$ cat src/rtl/gmii_rx_frame.sv
// gmii_rx_frame: GMII receive framer; strips preamble/SFD/FCS, checks CRC32 and length.
// Define RX_MAC_FILTER_EN to discard frames whose DA is not local, broadcast or multicast.
module gmii_rx_frame #(
  parameter int unsigned MIN_PREAMBLE = 2,
  parameter int unsigned MAX_FRAME    = 1518,
  parameter int unsigned MIN_FRAME    = 64,
  parameter logic [47:0] LOCAL_MAC    = 48'h00_0A_35_01_FE_C0
) (
  input  logic        gmii_rx_clk,
  input  logic        rst_n,
  input  logic        gmii_rx_dv,
  input  logic [7:0]  gmii_rxd,
  output logic [7:0]  rx_data,
  output logic        rx_valid,
  output logic        rx_sof,
  output logic        rx_eof,
  output logic        rx_crc_err,
  output logic        rx_len_err,
  output logic [10:0] rx_len
);

  localparam int unsigned CNT_W      = $clog2(MAX_FRAME + 1);
  localparam int unsigned HOLD_BYTES = 5;
  localparam int unsigned HOLD_W     = 8 * HOLD_BYTES;
  localparam logic [7:0]  PRE_BYTE   = 8'h55;
  localparam logic [7:0]  SFD_BYTE   = 8'hD5;
  localparam logic [31:0] CRC_POLY_R = 32'hEDB88320;
  localparam logic [31:0] CRC_RESIDUE = 32'hDEBB20E3;

`ifdef RX_MAC_FILTER_EN
  localparam logic PASS_INIT = 1'b0;

  function automatic logic mac_match(input logic [47:0] da);
    return (da == LOCAL_MAC) || (da == '1) || da[40];
  endfunction
`else
  localparam logic PASS_INIT = 1'b1;
  logic [47:0] local_mac_unused;
  assign local_mac_unused = LOCAL_MAC;
`endif

  typedef enum logic [1:0] {S_DROP, S_IDLE, S_PREAMBLE, S_DATA} state_t;

  function automatic logic [31:0] crc32_byte(input logic [31:0] c, input logic [7:0] b);
    logic [31:0] r;
    r = c ^ {24'h0, b};
    for (int i = 0; i < 8; i++) r = r[0] ? ((r >> 1) ^ CRC_POLY_R) : (r >> 1);
    return r;
  endfunction

  state_t              state, state_d;
  logic                dv_q;
  logic [7:0]          rxd_q;
  logic [2:0]          pre_cnt, pre_cnt_d;
  logic [CNT_W-1:0]    cnt, cnt_d;
  logic [31:0]         crc, crc_d;
  logic [HOLD_W-1:0]   hold, hold_d;
  logic                pass, pass_d;
  logic [7:0]          data_d;
  logic                valid_d, sof_d, eof_d, crc_err_d, len_err_d;
  logic [10:0]         len_d;

  // Registers; dv_q resets busy so DROP only exits on a genuinely sampled idle.
  always_ff @(posedge gmii_rx_clk or negedge rst_n) begin
    if (!rst_n) begin
      state      <= S_DROP;
      dv_q       <= 1'b1;
      rxd_q      <= '0;
      pre_cnt    <= '0;
      cnt        <= '0;
      crc        <= '1;
      hold       <= '0;
      pass       <= 1'b0;
      rx_data    <= '0;
      rx_valid   <= 1'b0;
      rx_sof     <= 1'b0;
      rx_eof     <= 1'b0;
      rx_crc_err <= 1'b0;
      rx_len_err <= 1'b0;
      rx_len     <= '0;
    end else begin
      state      <= state_d;
      dv_q       <= gmii_rx_dv;
      rxd_q      <= gmii_rxd;
      pre_cnt    <= pre_cnt_d;
      cnt        <= cnt_d;
      crc        <= crc_d;
      hold       <= hold_d;
      pass       <= pass_d;
      rx_data    <= data_d;
      rx_valid   <= valid_d;
      rx_sof     <= sof_d;
      rx_eof     <= eof_d;
      rx_crc_err <= crc_err_d;
      rx_len_err <= len_err_d;
      rx_len     <= len_d;
    end
  end

  // Next state, datapath and output decode.
  always_comb begin
    state_d   = state;
    pre_cnt_d = pre_cnt;
    cnt_d     = cnt;
    crc_d     = crc;
    hold_d    = hold;
    pass_d    = pass;
    data_d    = '0;
    valid_d   = 1'b0;
    sof_d     = 1'b0;
    eof_d     = 1'b0;
    crc_err_d = 1'b0;
    len_err_d = 1'b0;
    len_d     = '0;
    case (state)
      S_DROP: if (!dv_q) state_d = S_IDLE;
      S_IDLE: begin
        if (dv_q) begin
          if (rxd_q == PRE_BYTE) begin
            state_d   = S_PREAMBLE;
            pre_cnt_d = 3'd1;
          end else begin
            state_d = S_DROP;
          end
        end
      end
      S_PREAMBLE: begin
        if (!dv_q) begin
          state_d = S_IDLE;
        end else if (rxd_q == PRE_BYTE) begin
          if (pre_cnt != 3'd7) pre_cnt_d = pre_cnt + 3'd1;
        end else if (rxd_q == SFD_BYTE && pre_cnt >= 3'(MIN_PREAMBLE)) begin
          state_d = S_DATA;
          cnt_d   = '0;
          crc_d   = '1;
          hold_d  = '0;
          pass_d  = PASS_INIT;
        end else begin
          state_d = S_DROP;
        end
      end
      S_DATA: begin
        if (!dv_q) begin
          // Frame end: the four held bytes behind the emitted one are the FCS.
          state_d = S_IDLE;
          if (pass && cnt >= CNT_W'(HOLD_BYTES)) begin
            valid_d   = 1'b1;
            data_d    = hold[HOLD_W-1 -: 8];
            sof_d     = (cnt == CNT_W'(HOLD_BYTES));
            eof_d     = 1'b1;
            crc_err_d = (crc != CRC_RESIDUE);
            len_err_d = (cnt < CNT_W'(MIN_FRAME));
            len_d     = 11'(cnt - CNT_W'(4));
          end
        end else if (cnt == CNT_W'(MAX_FRAME)) begin
          state_d = S_DROP;
          if (pass) begin
            valid_d   = 1'b1;
            data_d    = hold[HOLD_W-1 -: 8];
            eof_d     = 1'b1;
            crc_err_d = 1'b1;
            len_err_d = 1'b1;
            len_d     = 11'(MAX_FRAME - 4);
          end
        end else begin
          cnt_d  = cnt + CNT_W'(1);
          crc_d  = crc32_byte(crc, rxd_q);
          hold_d = {hold[HOLD_W-9:0], rxd_q};
`ifdef RX_MAC_FILTER_EN
          if (cnt == CNT_W'(HOLD_BYTES)) begin
            pass_d = mac_match({hold, rxd_q});
            if (!pass_d) state_d = S_DROP;
          end
`endif
          if (pass_d && cnt >= CNT_W'(HOLD_BYTES)) begin
            valid_d = 1'b1;
            data_d  = hold[HOLD_W-1 -: 8];
            sof_d   = (cnt == CNT_W'(HOLD_BYTES));
          end
        end
      end
      default: state_d = S_DROP;
    endcase
  end

endmodule

$ cat config.mk
export PLATFORM = sky130hd
export DESIGN_NAME = gmii_rx_frame
export DESIGN_NICKNAME = d
export VERILOG_FILES = /design/src/rtl/gmii_rx_frame.sv
export SDC_FILE = /design/constraint.sdc
export NUM_CORES = 1
export LEC_CHECK = 0
export CORE_UTILIZATION = 55
export DETAILED_ROUTE_END_ITERATION = 10
export GPL_TIMING_DRIVEN = 0
export PLACE_DENSITY = 0.75
export SKIP_CTS_REPAIR_TIMING = 1
export SLEW_MARGIN = 20
export SYNTH_ARGS = -nofsm -noshare
export SYNTH_HDL_FRONTEND = slang
export SYNTH_SLANG_ARGS = --single-unit
$ cat constraint.sdc
create_clock -name gmii_rx_clk -period 2.73 [get_ports gmii_rx_clk]
set_input_delay 0.546 -clock gmii_rx_clk [delete_from_list [all_inputs] [get_ports gmii_rx_clk]]
set_output_delay 0.546 -clock gmii_rx_clk [all_outputs]
set_load 0.1 [all_outputs]
## Word-level counts from Yosys, hierarchy flattened

Cells that the tools add are included.

| word-level totals | value |
|---|---|
| input bits | 11 |
| output and inout bits | 24 |
| word-level logic and storage cells | 130 |
| flip-flop bits (word level) | 122 |

| operators by class | value |
|---|---|
| bitwise gates (word level) | 10 |
| reductions and logical operators | 9 |
| magnitude comparators | 3 |
| multiplexer cells | 69 |
| add/sub/neg operators | 3 |
| eq/ne operators | 21 |

Operator list:

| cell | count |
|---|---|
| 32-bit two-way mux | 13 |
| 40-bit two-way mux | 5 |
| 13-bit inverter with 14-bit output | 8 |
| 11-bit two-way mux | 10 |
| 40-bit one-hot mux with 2 select lines | 1 |
| 32-bit one-hot mux with 2 select lines | 1 |
| 8-bit two-way mux | 5 |
| 32-bit != test, second input constant | 1 |
| 32-bit by 8-bit bitwise XOR with 32-bit output | 1 |
| 11-bit one-hot mux with 2 select lines | 1 |
| 2-bit != test, second input constant | 10 |
| 1-bit two-way mux | 18 |
| 2-bit two-way mux | 8 |
| 3-bit two-way mux | 5 |
| 6-bit AND reduction | 2 |
| 11-bit by 1-bit adder with 11-bit output, second input constant | 1 |
| 11-bit == test, second input constant | 1 |
| 11-bit by 3-bit == test with 1-bit output, second input constant | 1 |
| 11-bit by 3-bit greater-or-equal comparator with 1-bit output, second input constant | 1 |
| 11-bit by 7-bit less-than comparator with 1-bit output, second input constant | 1 |
| 11-bit by 3-bit subtractor with 11-bit output, second input constant | 1 |
| 3-bit != test, second input constant | 3 |
| 8-bit by 7-bit == test with 1-bit output, second input constant | 1 |
| 8-bit == test, second input constant | 1 |
| 11 further kinds | 15 |

## Depth between registers and ports, before layout

Gate-level depths: netlist of run 1.

| logic depth | value |
|---|---|
| depth after elaboration | 20 |
| mapped depth | 9 |
| mapped depth without buffers | 7 |

## Worst setup path before layout of run 1

Ideal clock, no wire load.

| timing | value |
|---|---|
| kind | reg2reg |
| from | register dv_q |
| to | register cnt[4] |
| required time | 2.595 ns |
| path buffers | 3 |
| stages on the path, launching flop included | 9 |
| setup time | 0.135 ns |
| setup slack | 0.715 ns |
| clock period less this slack | 2.015 ns |
| arrival time | 1.880 ns |
| path through | dfstp_2 > clkbuf_1 > nand3b_1 > or4_4 > o21a_1 > buf_6 > buf_2 > o21ai_0 > o31ai_1 |

| on the way | value |
|---|---|
| cells in the longest elaborated chain, start to end | 2 |
| elaborated cells between the ends (all ways) | 3 |
| those cells by class | 2 x eq/ne; 1 x reduce/logical |

Ends and longest elaborated chain:

| what | line | source |
|---|---|---|
| start, declared | 52 | `logic dv_q;` |
| start signal, assigned | 83 | `dv_q <= gmii_rx_dv;` |
| 2-bit != test (no source line) | n/a |  |
| 6-bit AND reduction (no source line) (*) | n/a |  |
| end signal, assigned | 86 | `cnt <= cnt_d;` |
| end, declared | 55 | `logic [CNT_W-1:0] cnt, cnt_d;` |

Mark *: on every way between the ends. The rest lies on a longest branch, timed or not.
A chain may end at the register's enable or synchronous reset.

## Final worst setup path of run 1

| timing | value |
|---|---|
| from | register rx_data[0] |
| to | output port rx_data[0] |

RTL lines:

| what | line | source |
|---|---|---|
| start, declared | 13 | `output logic [7:0] rx_data,` |
| start signal, assigned | 90 | `rx_data <= data_d;` |

No word-level cell between the ends.

==> results.md, run 1 <==
* Final hold violations at 0
* First-pass GRT wire length at 20300 um
* Clock-pin slew on the worst setup and hold paths at 0.06 ns
* Min Tclk post-route at 2.52 ns
* CP startpoint kind: flop
* Synthesized net count at 588
* Post-synthesis cell count at 568
* First drt pass iteration count at 5
* WL/cell at 15.5 um
* Clock Skew at 0.00892 ns
* EDFF count, synth at 0
* Non-filler instance count after layout at 768
* Multi-input logic area at 2470 um^2
* Register area share after synthesis at 53.7%
* Nets at 642
* Worst EP arrival at 1.98 ns
* Max Slew Vio Count at 0
* # setup viols final at 0
* Final RePlAce weighted congestion at 0.880
* P per Cell Area at 616 nW/um^2
* Vias in the first global route at 4155
* Cell row count at 36
* Max VDD drop at 0.408 mV
* Fin crit share at 92.5%
* Max Fanout on Critical Path at 1
* Lkg Pwr at 3.16 nW
* Layout cell share with drive strength beyond 1 at 15.6%
* CP Class: flop to primary output
* Fillers at 735
* CTS Buf Count at 17
* Crit-path max cell delay at 1.13 ns
* Slowest CP cell: clkdlybuf4s50_1
* Clock Path Buffers at 2
* H-tree levels at 4
* Core area at 9950 um^2
* CTS tree: yes
* Die width at 104 um
* Ys flop type: dfrtp_1
* Yosys reg bits at 122
* Antenna-violating nets left at 0
* RSZ-0062 raised after global routing: no
* Slew Limit Headroom at 35.1%
* Die Y at 104 um
* Clock Root Buffer: clkbuf_8
* Ys Warns at 0
* Remaining DRCs at 0
* Sink Count at 122
* Peak Freq at 396 MHz
* Crit-path cells: clkdlybuf4s50_1
* Mapped Area at 5760 um^2
* Initial Util at 57.9%
* Top Family by Delay on Critical Path: buffers and inverters
* Min Hold Slack at 0.0190 ns
* Largest net degree at the start of global routing at 69
* Library cells used by synthesis at 44
* Initial antenna violation count at 0
* CP required at 2.18 ns
* Critical path origin: rx_data[0]$_DFF_PN0_
* # diodes at 0
* Sequential cell area at 3090 um^2
* Final WL at 11900 um
* Clk_lat worst skew at 0.52 ns
* Placed cells at 736
* IO Port Bufs at 34
* GR Util All Layers at 24.0%
* CP endpoint kind: primary output
* Vias at 4214
* Area growth from synthesis to layout at 18.8%
* Grt ovf at 0
* Die area at 10900 um^2
* Actual slew at the worst max-slew pin at 0.971 ns
* First DRT Iteration DRCs at 203
* Synthesized area per cell at 10.1 um^2
* Via-to-Cell Ratio at 5.49
* Total power draw at 0.00422 W
* Buf/Inv on CP at 1
* Worst hold path class: primary input to async pin
* Worst R2R Start: dv_q$_DFF_PN1_
* Outcome: finished, final reports clean
* Asr flop ratio synth at 100%
* I/O Pins at 35
* DP HPWL at 8120 um
* Max_cap viols at 0
[cell usage in the layout (no fill, tap or decap), types with 15 or more instances in the layout]
cell type	instances
nand3_1	48
clkdlybuf4s50_1	33
dfstp_2	33
xnor2_1	43
nor2_1	48
xor2_1	22
a21oi_1	36
o21ai_0	15
clkbuf_16	16
clkbuf_1	18
dfrtp_1	89
nand2_1	98
[where the power goes]
group / leakage (nW) / internal (W) / switching, W / total (W)
Sequential: 1.56 / 0.00183 / 0.0000213 / 0.00186
Clock: 0.259 / 0.00124 / 0.000840 / 0.00208
Combinational: 1.33 / 0.000124 / 0.000160 / 0.000284
[layer usage]
metal  vias to the layer above  wire length [um]  global-route usage (%)
met5                         -                 0                       0
met3                        17               633                    6.52
li1                       2016                 -                       -
met4                         0               203                    9.18
met2                       126              5890                    38.5
met1                      2055              5200                    31.0
[state kept, by name (all words and copies together) (netlist names)]
| register | cells |
|---|---|
| state | 2 |
| rxd_q | 8 |
| rx_valid | 1 |
| pass | 1 |
| rx_len_err | 1 |
| dv_q | 1 |
| rx_eof | 1 |
| rx_sof | 1 |
| rx_data | 8 |
| crc | 32 |
| pre_cnt | 3 |
| hold | 40 |
| rx_len | 11 |
| rx_crc_err | 1 |
| cnt | 11 |
[cell type report]
| class | count | share of cell area (%) |
|---|---|---|
| Sequential cell | 122 | 45.2 |
| Multi-Input combinational cell | 405 | 36.1 |
| Clock buffer | 20 | 6.36 |
| Timing Repair Buffer | 35 | 5.39 |
| Tap cell | 133 | 2.43 |
| Buffer | 31 | 2.27 |
| Clock inverter | 12 | 1.66 |
| Inverter | 10 | 0.548 |
[through the flow]
step	cell area, um^2	utilization, %	worst slack [ns]	TNS (ns)
final	6850	68.8	0.206	0
after global routing	6850	68.8	0.147	0
after CTS	6850	68.8	0.172	0
after detailed placement	6300	63.2	0.398	0
after global placement	6270	63.0	-3.34	-360.02
after floorplan	5760	-	0.715	0
[cell families after synthesis]
kind of cell	after synthesis	share of synthesized area [%]
AOI/OAI and AO/OA	79	7.78
xor gates and xnor gates	78	13.9
adders and majority gates	9	1.95
buffers and inverters	41	3.35
DFF	122	53.7
muxes	3	0.565
and+or+nand+nor	236	18.8
[worst paths after layout]
| kind | end | slack, ns | depth (start not counted) |
|---|---|---|---|
| setup / recovery | rx_data[0] | 0.21 | 1 |
| hold reg to reg | hold[37]$_DFFE_PN0P_ | 0.45 | 2 |
| min in group gmii_rx_clk | dv_q$_DFF_PN1_ | 0.44 | 1 |
| setup reg to reg | hold[38]$_DFFE_PN0P_ | 0.35 | 8 |
| max in group asynchronous | crc[13]$_DFFE_PN1P_ | 1.96 | 2 |
| hold / removal | rx_len[8]$_DFF_PN0_ | 0.02 | 1 |
[synthesized netlist by cell type, types with 2 or more instances]
library cell | number | area (um^2)
nand3b_1 | 2 | 15.0
dfrtp_1 | 89 | 2230
ha_1 | 9 | 113
a31oi_1 | 11 | 68.8
nor2_1 | 48 | 180
buf_2 | 10 | 50.1
dfstp_2 | 33 | 867
mux2_2 | 2 | 22.5
nand2b_1 | 2 | 12.5
or3_1 | 2 | 12.5
or4_4 | 2 | 22.5
o31ai_1 | 6 | 45.0
buf_4 | 3 | 22.5
xnor2_2 | 10 | 163
and2_1 | 10 | 62.6
nand3_1 | 48 | 240
nor4_1 | 5 | 31.3
a21oi_1 | 36 | 180
nor3_1 | 5 | 25.0
xnor2_1 | 43 | 377
nor4bb_1 | 3 | 30.0
nand4_1 | 3 | 18.8
inv_1 | 10 | 37.5
o21ai_0 | 15 | 75.1
buf_6 | 2 | 22.5
nand2_1 | 98 | 368
o21a_1 | 2 | 15.0
clkbuf_1 | 16 | 60.1
and3_1 | 4 | 25.0
xor2_1 | 22 | 193
o21ai_1 | 4 | 20.0
Power figures use the tool's default switching activity.
==> run 2, diff against run 1 <==
--- a/config.mk
+++ b/config.mk
@@ -14,3 +14,4 @@
 export SYNTH_ARGS = -nofsm -noshare
 export SYNTH_HDL_FRONTEND = slang
 export SYNTH_SLANG_ARGS = --single-unit
+export TNS_END_PERCENT = 50
==> results of run 2 <==
Same layout as run 1: the final DEF is identical, and so are final timing and power.
==> run 3, diff against run 2 <==
--- a/config.mk
+++ b/config.mk
@@ -7,7 +7,7 @@
 export LEC_CHECK = 0
 export CORE_UTILIZATION = 55
 export DETAILED_ROUTE_END_ITERATION = 10
-export GPL_TIMING_DRIVEN = 0
+export GPL_TIMING_DRIVEN = 1
 export PLACE_DENSITY = 0.75
 export SKIP_CTS_REPAIR_TIMING = 1
 export SLEW_MARGIN = 20
==> run 3 against run 2 <==
Critical endpoint is now crc[19]$_DFFE_PN1P_. Clock skew fell by 0.0019 ns. Cell count fell by 2.9%. Largest cell class unchanged. Global-route usage fell by 1.3 points. Clock power fell by 2%. Largest power group unchanged. Clock-buffer cell count fell by 2.
==> results.md, run 3 (synthesis results as in run 1) <==
* Placed cells at 715 (-2.9%)
* Reg2Reg Capture Point: crc[19]$_DFFE_PN1P_
* Max_cap viols at 0 (unchanged)
* Final WL at 11000 um (-7.7%)
* Vias in the first global route at 4054 (-2.4%)
* Commonest non-fill, non-tap cells in the layout: nand2_1, dfrtp_1, nor2_1, nand3_1, xnor2_1
* Cell row count at 36 (unchanged)
* Nets at 621 (-3.3%)
* # diodes at 0 (unchanged)
* Max Slew Vio Count at 0 (unchanged)
* Setup TNS at 0 ns (unchanged)
* Antenna-violating nets left at 0 (unchanged)
* First DRT Iteration DRCs at 191 (-5.9%)
* Peak Freq at 416 MHz (+5.0%)
* Lkg Pwr at 3.16 nW (about the same)
* Die area at 10900 um^2 (unchanged)
* Worst R2R Start: cnt[2]$_DFFE_PN0P_
* Sink Count at 122 (unchanged)
* Placed cell area at 6160 um^2 (-2.1%)
* R2R depth at 7 (-1)
* First-pass GRT wire length at 19300 um (-5.2%)
* P_int at 0.00319 W (-0.34%)
* CP endpoint kind: flop
* CTS Buf Count at 17 (unchanged)
* Min Tclk post-route at 2.40 ns (-0.119 ns)
* Sw frac at 23.6% (-0.59 points)
* I/O Pins at 35 (unchanged)
* Combinational power share at 6.8% (about the same)
* CP Class: flop to flop
* CP required at 3.18 ns (+1.00 ns)
* Final hold violations at 0 (unchanged)
* Max reg flops at 40 (unchanged)
* GR Util All Layers at 22.7% (-1.3 points)
* Outcome: finished, final reports clean
* Remaining DRCs at 0 (unchanged)
* Via-to-Cell Ratio at 5.41 (-1.4%)
* Clock-pin slew on the worst setup and hold paths at 0.06 ns (about the same)
* Area growth from synthesis to layout at 16.6%
* P per Cell Area at 621 nW/um^2 (+0.83%)
* Layout cell share with drive strength beyond 1 at 19.4% (+3.8 points)
* DP HPWL at 7300 um (-10%)
* Initial Util at 57.9% (unchanged)
* Register-to-register setup slack at 0.33 ns (-0.02 ns)
* Die width at 104 um (unchanged)
* H-tree levels at 4 (unchanged)
* Biggest register: hold
* Utilization after layout at 67.4% (-1.3 points)
* Last element of the critical path: crc[19]$_DFFE_PN1P_
* Switch Pwr at 0.000985 W (-3.5%)
* Die Y at 104 um (unchanged)
* Most common cell after layout, fill and taps aside: nand2_1
* DP Worst Slack at 0.357 ns (-0.0409 ns)
* IO Port Bufs at 34 (unchanged)
* Seq pwr share at 44.5% (+0.5 points)
* First drt pass iteration count at 5 (unchanged)
* Max Fanout on Critical Path at 28 (+27)
* Clock Path Buffers at 2 (unchanged)
* Initial antenna violation count at 0 (unchanged)
* WL/cell at 14.8 um (-5.0%)
* CP startpoint kind: flop
* Clock Root Buffer: clkbuf_8
* Clk_lat worst skew at 0.52 ns (about the same)
* Actual slew at the worst max-slew pin at 0.774 ns (-0.196 ns)
* RSZ-0062 raised after global routing: no
* Clock Power Share at 48.7% (-0.6 points)
* Critical path origin: cnt[2]$_DFFE_PN0P_
* Final RePlAce weighted congestion at 0.828 (-5.9%)
* Core area at 9950 um^2 (unchanged)
* Grt ovf at 0 (unchanged)
* CTS tree: yes
* Max VDD drop at 0.415 mV (+1.7%)
* Non-filler instance count after layout at 746 (-2.9%)
* Largest regs: hold x40, crc x32
* Clock Skew at 0.00698 ns (-0.00194 ns)
* Worst setup margin at 0.325 ns (+0.119 ns)
* Vias at 4034 (-4.3%)
* Fin crit share at 88.1% (-4.4 points)
* Worst hold path class: primary input to async pin
* Largest net degree at the start of global routing at 52 (-25%)
* Post-route cell area at 6710 um^2 (-1.9%)
* Slew Limit Headroom at 48.2% (+13 points)
* # setup viols final at 0 (unchanged)
* Worst EP arrival at 2.85 ns (+0.87 ns)
-- run 3: critical path: stages, from the launching register on --
cell      delay [ns]
dfrtp_1         0.46
ha_1            0.29
nor4bb_1        0.14
and3_1          0.26
o21ai_4         0.65
buf_4           0.30
nor2_1          0.06
a31oi_1         0.15
-- run 3: metal layers --
layer	global-route usage [%]	vias to the layer above	part of all wire [%]
li1	-	1967	-
met4	9.08	0	1.5
met2	36.6	110	49
met1	28.9	1945	44
met5	0	-	0
met3	6.14	12	4.9
-- run 3: power groups by stage --
stage / Sequential [W] / Combinational [W] / Clock (W)
floorplan: 0.00188 / 0.000194 / 0
global placement: 0.00189 / 0.000277 / 0
detailed placement: 0.00189 / 0.000281 / 0
CTS: 0.00186 / 0.000284 / 0.00207
global route: 0.00186 / 0.000310 / 0.00215
finish: 0.00186 / 0.000282 / 0.00203
-- run 3: worst min-delay path by stage --
stage                    startpoint              endpoint  slack, ns
6_report                      rst_n    cnt[2]$_DFFE_PN0P_       0.04
3_5_place_dp   hold[37]$_DFFE_PN0P_  hold[37]$_DFFE_PN0P_       0.45
3_3_place_gp   hold[38]$_DFFE_PN0P_  hold[38]$_DFFE_PN0P_       0.44
2_1_floorplan                 rst_n    cnt[0]$_DFFE_PN0P_       0.25
5_1_grt                       rst_n   rx_len[7]$_DFF_PN0_       0.08
4_1_cts                       rst_n   rx_len[6]$_DFF_PN0_       0.05
-- run 3: through the flow --
step                total power [W]  hold WS, ns
finish                      0.00417       0.0391
global route                0.00432       0.0793
CTS                         0.00421       0.0459
global placement            0.00216        0.443
detailed placement          0.00217        0.451
floorplan                   0.00207        0.250
-- run 3: layout make-up --
cell class	count	area (um^2)
clock inverter	13	121
tap	133	166
sequential	122	3090
timing repair buffer	45	385
clock buffer	18	428
multi-input combinational	405	2480
fill	782	3240
inverter	10	37.5
